`src/rtl/frame_wb_pkg.sv`:
```
// frame_writeback shared definitions
// widths, frame size and FSM encoding
package frame_wb_pkg;

  localparam int WB_ADDR_W       = 15;
  localparam int WB_DATA_W       = 24;
  localparam int WB_FRAME_PIXELS = 18400;

  typedef enum logic [1:0] {
    ST_IDLE  = 2'd0,
    ST_RUN   = 2'd1,
    ST_DRAIN = 2'd2,
    ST_DONE  = 2'd3
  } wb_state_t;

endpackage

```
`src/rtl/frame_writeback_if.sv`:
```
// frame_writeback bus interface
// pixel stream in, BRAM write port out
interface frame_writeback_if
  import frame_wb_pkg::*;
#(
  parameter int ADDR_W = WB_ADDR_W,
  parameter int DATA_W = WB_DATA_W
) ();

  logic              done_in;
  logic [7:0]        red_i;
  logic [7:0]        green_i;
  logic [7:0]        blue_i;
  logic              mem_gnt;
  logic              ena;
  logic              wea;
  logic [ADDR_W-1:0] addra;
  logic [DATA_W-1:0] dina;

  modport master (
    output done_in, red_i, green_i, blue_i,
    output mem_gnt,
    input  ena, wea, addra, dina
  );

  modport slave (
    input  done_in, red_i, green_i, blue_i,
    input  mem_gnt,
    output ena, wea, addra, dina
  );

endinterface

```
`src/rtl/wb_fifo2.sv`:
```
// two-entry synchronous FIFO
// caller guarantees no push when full without pop
module wb_fifo2 #(
  parameter int W = 39
) (
  input  logic         clk,
  input  logic         reset,
  input  logic         push,
  input  logic         pop,
  input  logic [W-1:0] din,
  output logic [W-1:0] dout,
  output logic         full,
  output logic         empty
);

  logic [W-1:0] r_mem [2];
  logic         r_wp;
  logic         r_rp;
  logic [1:0]   r_cnt;

  // storage write, no reset needed on data
  always_ff @(posedge clk) begin
    if (push) r_mem[r_wp] <= din;
  end

  // pointers and occupancy
  always_ff @(posedge clk) begin
    if (!reset) begin
      r_wp  <= 1'b0;
      r_rp  <= 1'b0;
      r_cnt <= 2'd0;
    end else begin
      if (push) r_wp <= ~r_wp;
      if (pop)  r_rp <= ~r_rp;
      unique case ({push, pop})
        2'b10:   r_cnt <= r_cnt + 2'd1;
        2'b01:   r_cnt <= r_cnt - 2'd1;
        default: r_cnt <= r_cnt;
      endcase
    end
  end

  assign dout  = r_mem[r_rp];
  assign full  = (r_cnt == 2'd2);
  assign empty = (r_cnt == 2'd0);

endmodule

```
`src/rtl/frame_writeback.sv`:
```
// frame_writeback: pixel stream to BRAM
// raster-order writes through a 2-deep buffer
module frame_writeback
  import frame_wb_pkg::*;
#(
  parameter int ADDR_W       = WB_ADDR_W,
  parameter int DATA_W       = WB_DATA_W,
  parameter int FRAME_PIXELS = WB_FRAME_PIXELS
) (
  input  logic               clk,
  input  logic               reset,
  input  logic               start,
  frame_writeback_if.slave   bus,
  output logic               busy,
  output logic               frame_done,
  output logic               overflow
);

  localparam int EW = ADDR_W + DATA_W;

  wb_state_t         r_state;
  wb_state_t         w_next;
  logic [ADDR_W-1:0] r_cnt;
  logic              r_ovf;
  logic              r_ena;
  logic              r_wea;
  logic [ADDR_W-1:0] r_addra;
  logic [DATA_W-1:0] r_dina;

  logic [EW-1:0]     w_din;
  logic [EW-1:0]     w_dout;
  logic              w_full;
  logic              w_empty;
  logic              w_take;
  logic              w_push;
  logic              w_pop;
  logic              w_last;

  assign w_take = (r_state == ST_RUN) && bus.done_in;
  assign w_pop  = bus.mem_gnt && !w_empty;
  assign w_push = w_take && (!w_full || w_pop);
  assign w_last = (r_cnt == ADDR_W'(FRAME_PIXELS - 1));
  assign w_din  = {r_cnt, bus.red_i, bus.green_i, bus.blue_i};

  wb_fifo2 #(.W(EW)) u_fifo (
    .clk   (clk),
    .reset (reset),
    .push  (w_push),
    .pop   (w_pop),
    .din   (w_din),
    .dout  (w_dout),
    .full  (w_full),
    .empty (w_empty)
  );

  // state register
  always_ff @(posedge clk) begin
    if (!reset) r_state <= ST_IDLE;
    else        r_state <= w_next;
  end

  // next state and status outputs
  always_comb begin
    w_next     = r_state;
    busy       = 1'b0;
    frame_done = 1'b0;
    unique case (r_state)
      ST_IDLE: begin
        if (start) w_next = ST_RUN;
      end
      ST_RUN: begin
        busy = 1'b1;
        if (w_take && w_last) w_next = ST_DRAIN;
      end
      ST_DRAIN: begin
        busy = 1'b1;
        if (w_empty) w_next = ST_DONE;
      end
      ST_DONE: begin
        frame_done = 1'b1;
        w_next     = ST_IDLE;
      end
      default: w_next = ST_IDLE;
    endcase
  end

  // pixel address counter and sticky drop flag
  always_ff @(posedge clk) begin
    if (!reset) begin
      r_cnt <= '0;
      r_ovf <= 1'b0;
    end else if (r_state == ST_IDLE && start) begin
      r_cnt <= '0;
      r_ovf <= 1'b0;
    end else if (w_take) begin
      r_cnt <= r_cnt + 1'b1;
      if (!w_push) r_ovf <= 1'b1;
    end
  end

  // registered BRAM port, one write per granted cycle
  always_ff @(posedge clk) begin
    if (!reset) begin
      r_ena   <= 1'b0;
      r_wea   <= 1'b0;
      r_addra <= '0;
      r_dina  <= '0;
    end else if (w_pop) begin
      r_ena   <= 1'b1;
      r_wea   <= 1'b1;
      r_addra <= w_dout[EW-1 -: ADDR_W];
      r_dina  <= w_dout[DATA_W-1:0];
    end else begin
      r_ena   <= 1'b0;
      r_wea   <= 1'b0;
    end
  end

  assign bus.ena   = r_ena;
  assign bus.wea   = r_wea;
  assign bus.addra = r_addra;
  assign bus.dina  = r_dina;
  assign overflow  = r_ovf;

endmodule

```
`src/flat_wrapper.sv`:
```
// flat-port wrapper written by rule: the top's interface ports become plain ports
module frame_writeback_flat import frame_wb_pkg::*;
#(
  parameter int ADDR_W       = WB_ADDR_W,
  parameter int DATA_W       = WB_DATA_W,
  parameter int FRAME_PIXELS = WB_FRAME_PIXELS
)
  (clk, reset, start, busy, frame_done, overflow, bus_done_in, bus_red_i, bus_green_i, bus_blue_i, bus_mem_gnt, bus_ena, bus_wea, bus_addra, bus_dina);
  frame_writeback_if #(.ADDR_W(ADDR_W), .DATA_W(DATA_W)) bus_i ();
  input  logic clk;
  input  logic reset;
  input  logic start;
  output logic busy;
  output logic frame_done;
  output logic overflow;
  input wire logic [$bits(bus_i.done_in)-1:0] bus_done_in;
  input wire logic [$bits(bus_i.red_i)-1:0] bus_red_i;
  input wire logic [$bits(bus_i.green_i)-1:0] bus_green_i;
  input wire logic [$bits(bus_i.blue_i)-1:0] bus_blue_i;
  input wire logic [$bits(bus_i.mem_gnt)-1:0] bus_mem_gnt;
  output wire logic [$bits(bus_i.ena)-1:0] bus_ena;
  output wire logic [$bits(bus_i.wea)-1:0] bus_wea;
  output wire logic [$bits(bus_i.addra)-1:0] bus_addra;
  output wire logic [$bits(bus_i.dina)-1:0] bus_dina;
  assign bus_i.done_in = bus_done_in;
  assign bus_i.red_i = bus_red_i;
  assign bus_i.green_i = bus_green_i;
  assign bus_i.blue_i = bus_blue_i;
  assign bus_i.mem_gnt = bus_mem_gnt;
  assign bus_ena = bus_i.ena;
  assign bus_wea = bus_i.wea;
  assign bus_addra = bus_i.addra;
  assign bus_dina = bus_i.dina;
  frame_writeback #(.ADDR_W(ADDR_W), .DATA_W(DATA_W), .FRAME_PIXELS(FRAME_PIXELS)) u_core (.clk(clk), .reset(reset), .start(start), .bus(bus_i), .busy(busy), .frame_done(frame_done), .overflow(overflow));
endmodule
```
`config.mk`:
```
export PLATFORM = sky130hd
export DESIGN_NAME = frame_writeback_flat
export DESIGN_NICKNAME = d
export VERILOG_FILES = /design/src/rtl/frame_wb_pkg.sv /design/src/rtl/frame_writeback_if.sv /design/src/rtl/wb_fifo2.sv /design/src/rtl/frame_writeback.sv /design/src/flat_wrapper.sv
export SDC_FILE = /design/constraint.sdc
export NUM_CORES = 1
export LEC_CHECK = 0
export CAP_MARGIN = 20
export CELL_PAD_IN_SITES_DETAIL_PLACEMENT = 2
export CELL_PAD_IN_SITES_GLOBAL_PLACEMENT = 2
export CORE_MARGIN = 2
export CORE_UTILIZATION = 39
export CTS_BUF_LIST = sky130_fd_sc_hd__clkbuf_2
export DETAILED_ROUTE_END_ITERATION = 12
export PLACE_DENSITY_LB_ADDON = 0.08
export SLEW_MARGIN = 20
export SYNTH_ARGS = -nofsm -noshare
export SYNTH_HDL_FRONTEND = slang
export SYNTH_SLANG_ARGS = --single-unit
```
`constraint.sdc`:
```
create_clock -name clk -period 4.02 [get_ports clk]
set_input_delay 0.804 -clock clk [delete_from_list [all_inputs] [get_ports clk]]
set_output_delay 0.804 -clock clk [all_outputs]
set_load 0.02 [all_outputs]
```
# Yosys cells after proc, flatten, opt, wreduce, memory -nomap -nowiden
# Memories as Yosys holds them, arrays and structs flattened. A register that Yosys moved wholly into a read port is not among the register bits.
# Cells that the tools add are included.
# W data, S select, Z words.
[word_totals]
register_bits = 23
latchBits = 0
ramBits = 78
rom_bits = 0
in_bits = 29
output_inout_bits = 44
mem_count = 1
[classes]
add_sub_neg = 3
n_mul = 0
div = 0
order_cmp = 0
n_eq_ne = 10
n_shift = 0
muxes = 10
n_bitwise = 4
reduce_logical = 16
[memory_table]
columns = ["memory", "words", "word_bits", "rd", "rd_clocked_by_memory_dff", "wr", "line", "source"]
rows = [
  ["u_core.u_fifo.r_mem", 2, 39, 1, 1, 1, "wb_fifo2.sv:16", "logic [W-1:0] r_mem [2];"],
]
[ops]
columns = ["op", "n"]
rows = [
  ["$add A15 B1 Y15 const B", 1],
  ["$eq A15 B15 Y1 const B", 1],
  ["$eq A2 B2 Y1 const B", 4],
  ["$pmux W2 S4", 1],
  ["$mux W2", 3],
  ["$logic_and A1 B1 Y1", 5],
  ["$mux W1", 5],
  ["$eq A2 B1 Y1 const B", 2],
  ["$logic_not A2 Y1", 2],
  ["$ne A2 B2 Y1 const B", 2],
  ["$not A1 Y1", 4],
  ["$pmux W2 S2", 1],
  ["$reduce_or A2 Y1", 2],
  ["$logic_not A1 Y1", 3],
  ["$reduce_and A3 Y1", 1],
  ["$add A2 B1 Y2 const B", 1],
  ["$ne A2 B1 Y1 const B", 1],
  ["$reduce_and A2 Y1", 1],
  ["$reduce_bool A2 Y1", 1],
  ["$sub A2 B1 Y2 const B", 1],
  ["$logic_or A1 B1 Y1", 1],
]

# Longest topological paths before layout
[depth]
ltp_word = 7
mapped_depth = 10
ltp_nobuf = 9

# Hierarchy
# A second synthesis with hierarchy kept.
[hier_totals]
cells_unflattened = 416
area_unflattened_um2 = 5318.9
[modules_own_cells]
columns = ["module", "instances", "cells_per_inst", "area_each_um2", "seq_area_each_um2"]
rows = [
  ["wb_fifo2", 1, 143, 3020.4, 2442.3],
  ["frame_writeback", 1, 273, 2298.5, 1161.1],
]

# Least setup slack after synthesis
# Ideal clock, no wire load.
[synth_path]
kind = "input -> register"
start = "input port bus_done_in"
end = "memory u_core.u_fifo.r_mem[0][0] (enable)"
setup_time_ps = 435
arrival_ps = 2787
t_required_ps = 3585
slack_ps = 798
stages = 4
cell_sequence = "nand2_1 -> nor2_1 -> inv_1 -> nor2_1"
[synth_via]
elab_chain_len = 4
[synth_lines]
columns = ["element", "line", "source"]
rows = [
  ["start, declared", "flat_wrapper.sv:16", "input wire logic [$bits(bus_i.done_in)-1:0] bus_done_in;"],
  ["$logic_and A1 B1 Y1", "frame_writeback.sv:39", "assign w_take = (r_state == ST_RUN) && bus.done_in;"],
  ["$logic_and A1 B1 Y1", "frame_writeback.sv:41", "assign w_push = w_take && (!w_full || w_pop);"],
  ["$mux W1", "wb_fifo2.sv:23", "if (push) r_mem[r_wp] <= din;"],
  ["$mux W1 (not written as such)", "wb_fifo2.sv:23", ""],
  ["end, declared", "wb_fifo2.sv:16", ""],
]
# No other way between the ends.

# Worst setup path in the final report
[layout_path]
start = "register u_core.r_state[0]"
end = "output port busy"
[layout_via]
elab_chain_len = 3
elab_cells_between_ends = 4
cone_classes = "eq/ne: 2; mux: 1; reduce/logical: 1"
[layout_lines]
columns = ["element", "line", "source"]
rows = [
  ["start, declared", "frame_writeback.sv:21", "wb_state_t r_state;"],
  ["start signal, assigned", "frame_writeback.sv:59", "else r_state <= w_next;"],
  ["$eq A2 B2 Y1 / $eq A2 B1 Y1 (equally long branches)", "frame_writeback.sv:67", "unique case (r_state)"],
  ["$reduce_or A2 Y1 (no source line) *", "n/a", ""],
  ["$mux W1 *", "frame_writeback.sv:67", ""],
  ["end, declared", "flat_wrapper.sv:13", "output logic busy;"],
]
# Every way passes the cells marked *; elsewhere a longest branch is shown, timed or not.

==> flow_metrics.tcl <==
set metrics [dict create \
    status "complete, no violations" \
    synth_cell_types 37 \
    crit_slowest_cell "clkdlybuf4s50_1" \
    syn_nets 416 \
    htree_num_levels 4 \
    syn_area_um2 5210 \
    synth_area_per_cell_um2 13.7 \
    initial_core_util_pct 39.7 \
    maxSlewViolCount 0 \
    yosysMostFrequentCell "edfxtp_1" \
    core_area_um2 13100 \
    yosysWarnings 0 \
    slowest_delay_ps 610 \
    path_cells "inv_1 -> ha_1 -> clkdlybuf4s50_1" \
    fmax_ghz 0.343 \
    p_clk_share_pct 18.6 \
    critPathLaunchType "flip-flop" \
    seqPwrFrac_pct 51.9 \
    worst_pin_slew_ps 909 \
    root_buffer "clkbuf_2" \
    synth_mux_area_share_pct 7.49 \
    r2r_setup_slack_ps 1430 \
    fillers 1311 \
    fin_setup_tns_ps 0 \
    track_usage_pct 17.0 \
    finalClockSkew_ps 23.8 \
    finalCritPeriodShare_pct 72.6 \
    path_clk_slew_ps 180 \
    post_cts_buffers 0 \
    viasPerCell 4.98 \
    power.total_uw 3640 \
    syn2layout_area_growth_pct 20.6 \
    setup_viol 0 \
    power_switching_uw 1200 \
    synth-xor-area-share_pct 2.52 \
    combinationalPowerShare_pct 29.5 \
    hold_start "u_core.overflow" \
    rr_endpoint "u_core.u_fifo.r_mem[0][10]" \
    multi_input_area_um2 1520 \
    post_cts_resized 0 \
    gp_congestion 0.722 \
    dp_hpwl_um 7780 \
    internal_power_uw 2430 \
    cts_buffers 17 \
    synth_top_family_by_area "simple AND/OR/NAND/NOR gates" \
    crit_type "reg2out" \
    ios 73 \
    cts.sinks 140 \
    synth_ff_type "edfxtp_1" \
    drtPass1Iterations 4 \
    yosys.area.top_type "edfxtp_1" \
    ff_latch_area_um2 3580 \
    worstHoldEndpoint "u_core.overflow" \
    netlist.area_leader.share_pct 45.0 \
    drc 0 \
    wl_per_cell_um 17.6 \
    synth_area_leaders "edfxtp_1, dfxtp_1, mux2i_1" \
    worst-endpoint-required_ps 3220 \
    rr_startpoint "u_core.r_state[1]" \
    worstPathArrival_ps 2120 \
    cellLeakagePower_uw 0.00199 \
    rows 42 \
    relSlewSlack_pct 39.3 \
    drv_cap 0 \
    dr_total_vias 3210 \
    synth-seq-area-share_pct 68.8 \
    setup.worst_path.end_class "output pin" \
    cts_tree "yes" \
    synth-simple-area-share_pct 9.03 \
    synthAdderAreaFrac_pct 1.68 \
    powerDensity_nw_per_um2 579 \
    clk_latency_ps 670 \
    antenna_found_initial 0 \
    synth-compound-area-share_pct 8.21 \
    hold_buffers 0 \
    synth_commonest_cells "edfxtp_1, dfxtp_1, nor2_1" \
    drive_gt1_share_pct 8.97 \
    min_path_type "reg2reg" \
    dieWidth_um 120 \
    min_path_cells 2 \
    die-area_um2 14300 \
    fp.dieH_um 120 \
    path_delay_family "buffers and inverters" \
    rsz0062_at_grt "no" \
    swShare_pct 33.1 \
    grt_max_degree 81 \
    crit_fanout 4 \
    period_minus_slack_ps 2920 \
    antenna_left 0 \
    grt-ovfl-total 0 \
    first_iter_violations 121 \
    reg2reg_depth 7 \
    routed_wl_um 11400 \
    port_buffers 72 \
    path_buf_inv 2 \
    grt_pass1_vias 3509 \
    synthArstFlopShare_pct 0 \
    nets 491 \
    synthCells 380 \
    synth_seq_cells 140 \
    synth-edff-count 78 \
    hold_viol 0 \
    diodes 0 \
    max-vdd-ir-drop_mv 0.330 \
    cts_buffer_depth 2 \
    grt_pass1_wl_um 18500 \
]
==> worst max-delay path by stage <==
| stage | end | start | slack, ps | cells after the start |
|---|---|---|---|---|
| 2_1_floorplan | u_core.u_fifo.r_mem[0][0] | bus_done_in | 800 | 4 |
| 3_3_place_gp | u_core.u_fifo.r_mem[0][5] | bus_done_in | 940 | 6 |
| 3_5_place_dp | u_core.u_fifo.r_mem[0][5] | bus_done_in | 840 | 6 |
| 4_1_cts | busy | u_core.r_state[0] | 990 | 3 |
| 5_1_grt | busy | u_core.r_state[0] | 910 | 3 |
| 6_report | busy | u_core.r_state[0] | 1100 | 3 |
==> logic make-up (layout without fill, tap and decap cells) <==
kind of cell | count (synthesis) | in the layout
flops | 140 | 140
simple gates | 95 | 95
compound gates | 57 | 57
mux | 39 | 39
buf+inv | 27 | 115
xor+xnor | 15 | 15
fa+ha+maj | 7 | 7
==> area by class of cell <==
class	count	area share, %
Clock buffer	20	1.59
Clock inverter	12	1.27
Inverter	6	0.358
Multi-Input combinational cell	213	24.2
Sequential cell	140	57.0
Tap cell	176	3.50
Timing Repair Buffer	77	12.1
==> power groups by stage <==
stage / sequential, uW / clock (uW) / combinational, uW
floorplan: 2000 / 0 / 588
global placement: 1910 / 0 / 1050
detailed placement: 1930 / 0 / 1100
CTS: 1900 / 709 / 1100
global route: 1920 / 771 / 1190
finish: 1890 / 678 / 1070
==> layout by cell type, fill, tap and decap left out, types with 3 or more instances in the layout <==
master / count
a211oi_1: 40
a21oi_1: 7
buf_4: 5
clkbuf_2: 20
clkdlybuf4s50_1: 72
clkinv_1: 6
clkinv_2: 4
dfxtp_1: 61
edfxtp_1: 78
ha_1: 7
inv_1: 5
mux2i_1: 39
nand2_1: 8
nand3_1: 6
nand4_1: 5
nor2_1: 57
nor3_1: 3
xnor2_1: 8
xor2_1: 7
==> layer usage <==
metal	GRT usage, %	part of all wire [%]	vias to the layer above
li1	-	-	1562
met1	19.4	41	1579
met2	30.5	54	57
met3	4.75	3.3	12
met4	5.96	1.1	0
met5	0	0	-
==> sequential cells by signal (all words and copies together), names as in the netlist <==
name                 flops
u_core.r_cnt            15
u_core.r_state           2
u_core.bus.dina         24
u_core.bus.addra        15
u_core.u_fifo.r_mem     78
u_core.overflow          1
u_core.bus.ena           1
u_core.u_fifo.r_cnt      2
u_core.u_fifo.r_rp       1
u_core.u_fifo.r_wp       1
==> per-stage QoR <==
stage          setup WS (ps)  util, %  instances  area (um^2)  hold slack, ps
2_1_floorplan            798        -        380         5210             461
3_3_place_gp             945     46.5        612         6100             467
3_5_place_dp             843     46.5        612         6100             465
4_1_cts                  993     47.8        644         6280             515
5_1_grt                  914     47.8        644         6280             545
6_report                1100     47.8        644         6280             508
==> worst register-to-register path: stages (launching register included) <==
cell and delay [ps]:
dfxtp_1 370, inv_1 130, ha_1 410, nand2_1 170, nor2_1 240, inv_1 130
nor2_4 380, buf_4 430
No activity file was read; power rests on OpenSTA's default activity.
